File: src/rtl/operand2_encoder_pkg.sv
// Shared definitions for the operand2 immediate encoder: FSM states,
// ISA field widths and the fixed 2-bit left rotation.
package operand2_encoder_pkg;

  typedef enum logic [1:0] {
    IDLE   = 2'd0,
    SEARCH = 2'd1,
    DONE   = 2'd2
  } enc_state_t;

  localparam int ROT_W  = 4;
  localparam int IMM8_W = 8;
  localparam int OFF_W  = 12;

  function automatic logic [31:0] rol2(input logic [31:0] x);
    return {x[29:0], x[31:30]};
  endfunction

endpackage

File: src/rtl/operand2_encoder.sv
// Iterative operand2 immediate encoder: finds the smallest rot4 such that
// ROR(imm8, 2*rot4) equals the input, or checks a 12-bit signed offset fit.
module operand2_encoder
  import operand2_encoder_pkg::*;
(
  input  logic              clk,
  input  logic              rst_n,
  input  logic              start,
  output logic              in_ready,
  input  logic [31:0]       value,
  input  logic              mem_mode,
  output logic              out_valid,
  input  logic              out_ready,
  output logic              ok,
  output logic [OFF_W-1:0]  imm12,
  output logic              busy
);

  enc_state_t             r_state;
  enc_state_t             w_next;
  logic [31:0]            r_work;
  logic [ROT_W-1:0]       r_rot;
  logic                   r_mode;
  logic                   r_ok;
  logic [OFF_W-1:0]       r_imm12;

  logic                   w_fit8;
  logic                   w_fit12;
  logic                   w_last;

  assign w_fit8  = (r_work[31:IMM8_W] == '0);
  // Sign-extended 12-bit fit: bits 31..11 must all be copies of the sign.
  assign w_fit12 = (&r_work[31:OFF_W-1]) | ~(|r_work[31:OFF_W-1]);
  assign w_last  = (r_rot == {ROT_W{1'b1}});

  assign in_ready  = (r_state == IDLE);
  assign busy      = (r_state == SEARCH);
  assign out_valid = (r_state == DONE);
  assign ok        = r_ok;
  assign imm12     = r_imm12;

  always_ff @(posedge clk or negedge rst_n) begin
    if (!rst_n) begin
      r_state <= IDLE;
    end else begin
      r_state <= w_next;
    end
  end

  always_comb begin
    w_next = r_state;
    case (r_state)
      IDLE:    if (start) w_next = SEARCH;
      SEARCH:  if (r_mode || w_fit8 || w_last) w_next = DONE;
      DONE:    if (out_ready) w_next = IDLE;
      default: w_next = IDLE;
    endcase
  end

  always_ff @(posedge clk or negedge rst_n) begin
    if (!rst_n) begin
      r_work  <= '0;
      r_rot   <= '0;
      r_mode  <= 1'b0;
      r_ok    <= 1'b0;
      r_imm12 <= '0;
    end else begin
      case (r_state)
        IDLE: begin
          if (start) begin
            r_work <= value;
            r_rot  <= '0;
            r_mode <= mem_mode;
          end
        end
        SEARCH: begin
          if (r_mode) begin
            r_ok    <= w_fit12;
            r_imm12 <= w_fit12 ? r_work[OFF_W-1:0] : '0;
          end else if (w_fit8) begin
            r_ok    <= 1'b1;
            r_imm12 <= {r_rot, r_work[IMM8_W-1:0]};
          end else if (w_last) begin
            r_ok    <= 1'b0;
            r_imm12 <= '0;
          end else begin
            // Undo one step of the shifter's 2-bit right rotation per cycle.
            r_work <= rol2(r_work);
            r_rot  <= r_rot + ROT_W'(1);
          end
        end
        default: ;
      endcase
    end
  end

endmodule

File: config.mk
export PLATFORM = sky130hd
export DESIGN_NAME = operand2_encoder
export DESIGN_NICKNAME = d
export VERILOG_FILES = /design/src/rtl/operand2_encoder_pkg.sv /design/src/rtl/operand2_encoder.sv
export SDC_FILE = /design/constraint.sdc
export NUM_CORES = 1
export LEC_CHECK = 0
export ABC_AREA = 1
export BUFFER_PORTS_ARGS = -buffer_cell sky130_fd_sc_hd__buf_2
export CAP_MARGIN = 10
export CORE_MARGIN = 5
export CORE_UTILIZATION = 56
export DETAILED_ROUTE_END_ITERATION = 6
export GPL_ROUTABILITY_DRIVEN = 0
export PLACE_DENSITY = 0.89
export SLEW_MARGIN = 10
export SYNTH_ARGS = -nofsm -noshare
export SYNTH_HDL_FRONTEND = slang
export SYNTH_SLANG_ARGS = --single-unit
File: constraint.sdc
create_clock -name clk -period 2 [get_ports clk]
set_input_delay 0.2 -clock clk [delete_from_list [all_inputs] [get_ports clk]]
set_output_delay 0.2 -clock clk [all_outputs]
set_load 0.1 [all_outputs]
Yosys cells after proc, flatten, opt, wreduce, memory -nomap -nowiden
Index checks and enable logic that the tools add are counted.
{ "op_classes": {"n_addsub": 1, "eq_ne": 9, "n_mux": 21, "bitwise_logic": 2, "n_reduce_logical": 12} }
{ "ops": {"columns": ["op", "count"], "rows": [
  ["2-to-1 mux 32 bit", 4],
  ["one-hot mux 32 bit (2 select lines)", 1],
  ["2-to-1 mux 12 bit", 4],
  ["logical NOT 24 bit", 1],
  ["AND reduction 21 bit", 1],
  ["OR reduction 21 bit", 1],
  ["2-to-1 mux 4 bit", 4],
  ["!= test 2 bit (second input constant)", 4],
  ["one-hot mux 4 bit (2 select lines)", 1],
  ["2-to-1 mux 2 bit", 3],
  ["one-hot mux 2 bit (3 select lines)", 1],
  ["AND reduction 5 bit", 1],
  ["adder 4 x 1 -> 4 bit (second input constant)", 1],
  ["equality test 4 bit (second input constant)", 1],
  ["!= test 2 x 1 -> 1 bit (second input constant)", 2],
  ["AND reduction 2 bit", 2],
  ["2-to-1 mux 1 bit", 3],
  ["AND reduction 3 bit", 1],
  ["nonzero test 3 bit", 1],
  ["equality test 2 x 1 -> 1 bit (second input constant)", 1],
  ["equality test 2 bit (second input constant)", 1],
  ["logical NOT 2 bit", 1],
  ["logical OR 1 bit", 2],
  ["nonzero test 2 bit", 1],
  ["2 further kinds", 2]
]} }
{ "totals": {"inputBits": 37, "elab_cells": 51, "register_bits": 52, "output_inout_bits": 16} }

Depth between registers and ports, before layout
{ "depth": {"depth_word": 5, "depth_mapped": 11, "mapped_depth_nobuf": 10} }

Worst setup path after synthesis
Ideal clock, no wire load.
{ "synth_timing": {"kind": "register -> register", "start": "register r_state[1]", "end": "register r_work[10]", "path_slack_ns": -0.679, "n_path_buf": 2, "arrival_ns": 2.562, "setup_ns": 0.117, "t_required_ns": 1.883, "path_stages_with_launch": 7, "cell_sequence": "dfrtp_1 > nor2_1 > nand2_1 > buf_4 > clkbuf_1 > nand3_1 > nand2_1"} }
{ "synth_between": {"elab_chain_len": 3} }
{ "synth_rtl": {"columns": ["element", "line_no", "text"], "rows": [
  ["from (decl)", "operand2_encoder.sv:19", "enc_state_t r_state;"],
  ["from (signal assigned)", "operand2_encoder.sv:46", "r_state <= w_next;"],
  ["logical NOT 2 bit *", null, null],
  ["via in_ready", "operand2_encoder.sv:9", "output logic in_ready,"],
  ["!= test 2 bit (no line) / nonzero test 2 bit (equally long branches)", null, null],
  ["AND reduction 5 bit (no line)", null, null],
  ["to (signal assigned)", "operand2_encoder.sv:71", "r_work <= value;"],
  ["to (signal assigned)", "operand2_encoder.sv:88", "r_work <= rol2(r_work);"],
  ["to (decl)", "operand2_encoder.sv:21", "logic [31:0] r_work;"]
]} }
Mark *: on every way through the listed nets, which the timed path passes. The rest lies on a longest branch.
A chain may end at the register's enable or synchronous reset.

Worst setup path in the final report
{ "layout_timing": {"start": "register r_state[0]", "end": "output busy"} }
{ "layout_between": {"elab_chain_len": 1} }
{ "layout_rtl": {"columns": ["element", "line_no", "text"], "rows": [
  ["equality test 2 x 1 -> 1 bit", "operand2_encoder.sv:37", "assign busy = (r_state == SEARCH);"],
  ["to (decl)", "operand2_encoder.sv:16", "output logic busy"]
]} }
No other way between the ends.

==> impl_metrics.csv <==
group,metric,value,unit
outcome,run_status,"finished, violations left",
outcome,violations,"negative hold slack",
layout,final_cell_area,3382,sq um
timing,pins_over_their_slew_limit,0,
pwr,areal_power_density_over_the_cells,1375,nW/um^2
timing,max_freq,0.5369,GHz
layout,layout.nets,516,
detailed_routing,detail-route-antenna-nets,0,
pwr,irDropWorstVdd,841.6,uV
setup_path,criticalPathCategory,"reg2out",
clock_tree,worst_skew_pair.late_latency,0.31,ns
setup_path,crit_end_element,"output pin",
place,port_buffer_count,52,
place,post-place-ws,0.2480,ns
setup_path,timing.reg2reg.setup_slack,0.21,ns
job,drv_cap,0,
timing,finalCritPeriodShare,93.12,%
place,place.detailed.instances,541,
timing,totalNegativeSetupSlack,0,ns
clock_tree,post_cts.resized_instances,0,
logic_synthesis,synth.net_count,472,
timing,finalCriticalPeriod,1.862,ns
floorplanning,initial_core_utilization,58.25,%
clock_tree,cts_made_buffers,5,
clock_tree,clock_sink_count,52,
detailed_routing,route.final.wire_length,7119,um
clock_tree,tritoncts_clock_tree,"yes",
logic_synthesis,netlist_instances,434,
grt,antenna_found_initial,0,
layout,fin_util,65.80,%
timing,setup_ws,0.1376,ns
detailed_routing,first_pass_iters,4,
detailed_routing,detailedRoute.firstIterationViolations,330,
floorplanning,fp.dieW,83.12,um
pwr,finalPower,4.652,mW
detailed_routing,detailroute.via_count,2917,
timing,holdWs,-0.002653,ns
timing,setup_viol,0,
setup_path,critical_path_peak_fanout,17,
detailed_routing,remaining_drc_errors,0,
floorplanning,dieArea,6909,sq um
logic_synthesis,ys_types,27,
logic_synthesis,synth_top_cell_area_share,43.46,%
clock_tree,post_cts_setup_buffers,0,
logic_synthesis,mappedNetlistArea,2994,sq um
grt,leftover_overflow_at_the_end_of_global_routing,0,
layout,finalNonFillerCells,549,
floorplanning,die_height,83.12,um
setup_path,critical_path.startpoint_type,"flop",
grt,global_route_wire_length_before_repair,12610,um
detailed_routing,wire_per_inst,12.97,um
logic_synthesis,async_s_r_ff_share_synth,100.0,%
layout,antenna_cells_inserted,0,
clock_tree,cts_hold_buffers,0,
grt,overall_routing_resource_usage,21.80,%
setup_path,wp_data_arrival,1.66,ns
timing,setup_clock_skew_after_layout,0.004939,ns
logic_synthesis,synth.most_common_cell,"sky130_fd_sc_hd__nand2_1",
clock_tree,clock_tree.root_cell,"sky130_fd_sc_hd__clkbuf_8",
logic_synthesis,postSynth.topFlopCell,"sky130_fd_sc_hd__dfrtp_1",
logic_synthesis,synth.ff_latch_count,52,
logic_synthesis,number_of_synthesized_flops_with_an_enable_pin,0,
logic_synthesis,synthTopCellsByCount,"sky130_fd_sc_hd__nand2_1 (222), sky130_fd_sc_hd__nand3_1 (62), sky130_fd_sc_hd__dfrtp_1 (52), sky130_fd_sc_hd__nor2_1 (19), sky130_fd_sc_hd__inv_1 (17)",
layout,fillers,470,
logic_synthesis,synthesized_area_divided_by_synthesized_cell_count,6.899,sq um
place,postPlaceCellArea,3271,sq um
timing,worst_relative_slew_slack,56.62,%
grt,vias_in_the_first_global_route,2746,
setup_path,worst_r2r_startpoint,"r_rot[0]$_DFFE_PN0P_",
layout,layout-area-overhead-vs-synth,12.95,%
floorplanning,rows,26,
logic_synthesis,synthesis.yosys.warnings,0,
timing,worst_slew_pin_slew,0.6507,ns
min_path,hold_path_class,"in2async",
clock_tree,path_clk_slew,0.09,ns
clock_tree,clockBufferDepth,2,
timing,setup_repair_after_global_routing_missed_its_margin,"no",
floorplanning,ios,53,
logic_synthesis,synth_area_leaders,"sky130_fd_sc_hd__dfrtp_1 (43%), sky130_fd_sc_hd__nand2_1 (28%), sky130_fd_sc_hd__nand3_1 (10%)",
clock_tree,htreeDepth,2,
pwr,total_leakage_power,1.923,nW
setup_path,worst_ep_required_time,1.80,ns
place,post-dp-hpwl,4829,um
logic_synthesis,synth_largest_area_cell,"sky130_fd_sc_hd__dfrtp_1",
timing,hold_violations,2,
floorplanning,fp.coreArea,5140,sq um
setup_path,ff2ff_path_depth,8,
setup_path,r2r_end,"r_work[14]$_DFFE_PN0P_",
logic_synthesis,synth.yosys.seq_area_share,43.46,%
grt,grt_start_max_net_pins,53,
layout,fraction_of_layout_instances_using_a_drive_strength_above_1,17.54,%
detailed_routing,viasPerCell,5.313,
-- critical path: stages, from the launching register on --
cell	delay, ns
sky130_fd_sc_hd__dfrtp_1	0.46
sky130_fd_sc_hd__inv_1	0.10
sky130_fd_sc_hd__nor2_4	0.26
sky130_fd_sc_hd__buf_4	0.31
sky130_fd_sc_hd__buf_12	0.21
-- flip-flops by register name, summed over array words and instances (netlist names) --
register / flops
r_state: 2
r_mode: 1
r_rot: 4
r_work: 32
ok: 1
imm12: 12
-- worst max-delay path by stage --
stage | start | to | slack (ns) | depth (start not counted)
floorplan | r_state[1]$_DFFE_PN0P_ | out_valid | 0.05 | 2
global placement | r_rot[0]$_DFFE_PN0P_ | r_work[9]$_DFFE_PN0P_ | 0.31 | 8
detailed placement | r_rot[0]$_DFFE_PN0P_ | r_work[14]$_DFFE_PN0P_ | 0.25 | 8
CTS | r_state[0]$_DFFE_PN0P_ | busy | 0.15 | 4
global route | r_rot[1]$_DFFE_PN0P_ | r_work[29]$_DFFE_PN0P_ | 0.01 | 8
finish | r_state[0]$_DFFE_PN0P_ | busy | 0.14 | 4
-- layer usage --
metal | part of all wire (%) | up-vias | GRT usage (%)
met5 | 0 | - | 0
met4 | 2.1 | 0 | 8.024
met3 | 6.0 | 13 | 4.158
met2 | 47 | 120 | 34.48
met1 | 45 | 1334 | 29.80
li1 | - | 1450 | -
-- cell type report --
class                      count  area, sq um  share of cell area (%)
clock buffer                   5        68.82                   2.035
clock inverter                 3        42.54                   1.258
inverter                      20        77.57                   2.294
multi-input combinational    339         1469                   43.43
sequential                    52         1301                   38.48
tap                           70        87.58                   2.590
timing repair buffer          60        335.3                   9.915
-- where the power goes --
group	internal, mW	total (mW)	switching (mW)
Combinational	0.632	2.11	1.48
Sequential	1.41	1.81	0.404
Clock	0.371	0.727	0.356
Total	2.41	4.65	2.24
-- logic make-up after synthesis --
logic type / count (synthesis) / share of synthesized area (%)
buffers and inverters: 43 / 7.731
flip-flops: 52 / 43.46
AO/OA/AOI/OAI: 15 / 3.092
XOR/XNOR: 1 / 0.2926
AND/OR/NAND/NOR: 322 / 45.01
adder cells (fa/ha/maj): 1 / 0.4178
-- cell usage in the layout (no fill, tap or decap), types with 2 or more instances in the layout --
cell,n
sky130_fd_sc_hd__nor2_1,18
sky130_fd_sc_hd__nand2_2,3
sky130_fd_sc_hd__nor2_4,4
sky130_fd_sc_hd__inv_1,17
sky130_fd_sc_hd__clkbuf_8,5
sky130_fd_sc_hd__nand4_1,2
sky130_fd_sc_hd__nand3_1,62
sky130_fd_sc_hd__nor2_2,3
sky130_fd_sc_hd__nand2_1,222
sky130_fd_sc_hd__o21ai_0,11
sky130_fd_sc_hd__dfrtp_1,52
sky130_fd_sc_hd__buf_4,8
sky130_fd_sc_hd__inv_2,2
sky130_fd_sc_hd__nor3_1,5
sky130_fd_sc_hd__buf_2,51
Power figures use the tool's default switching activity.
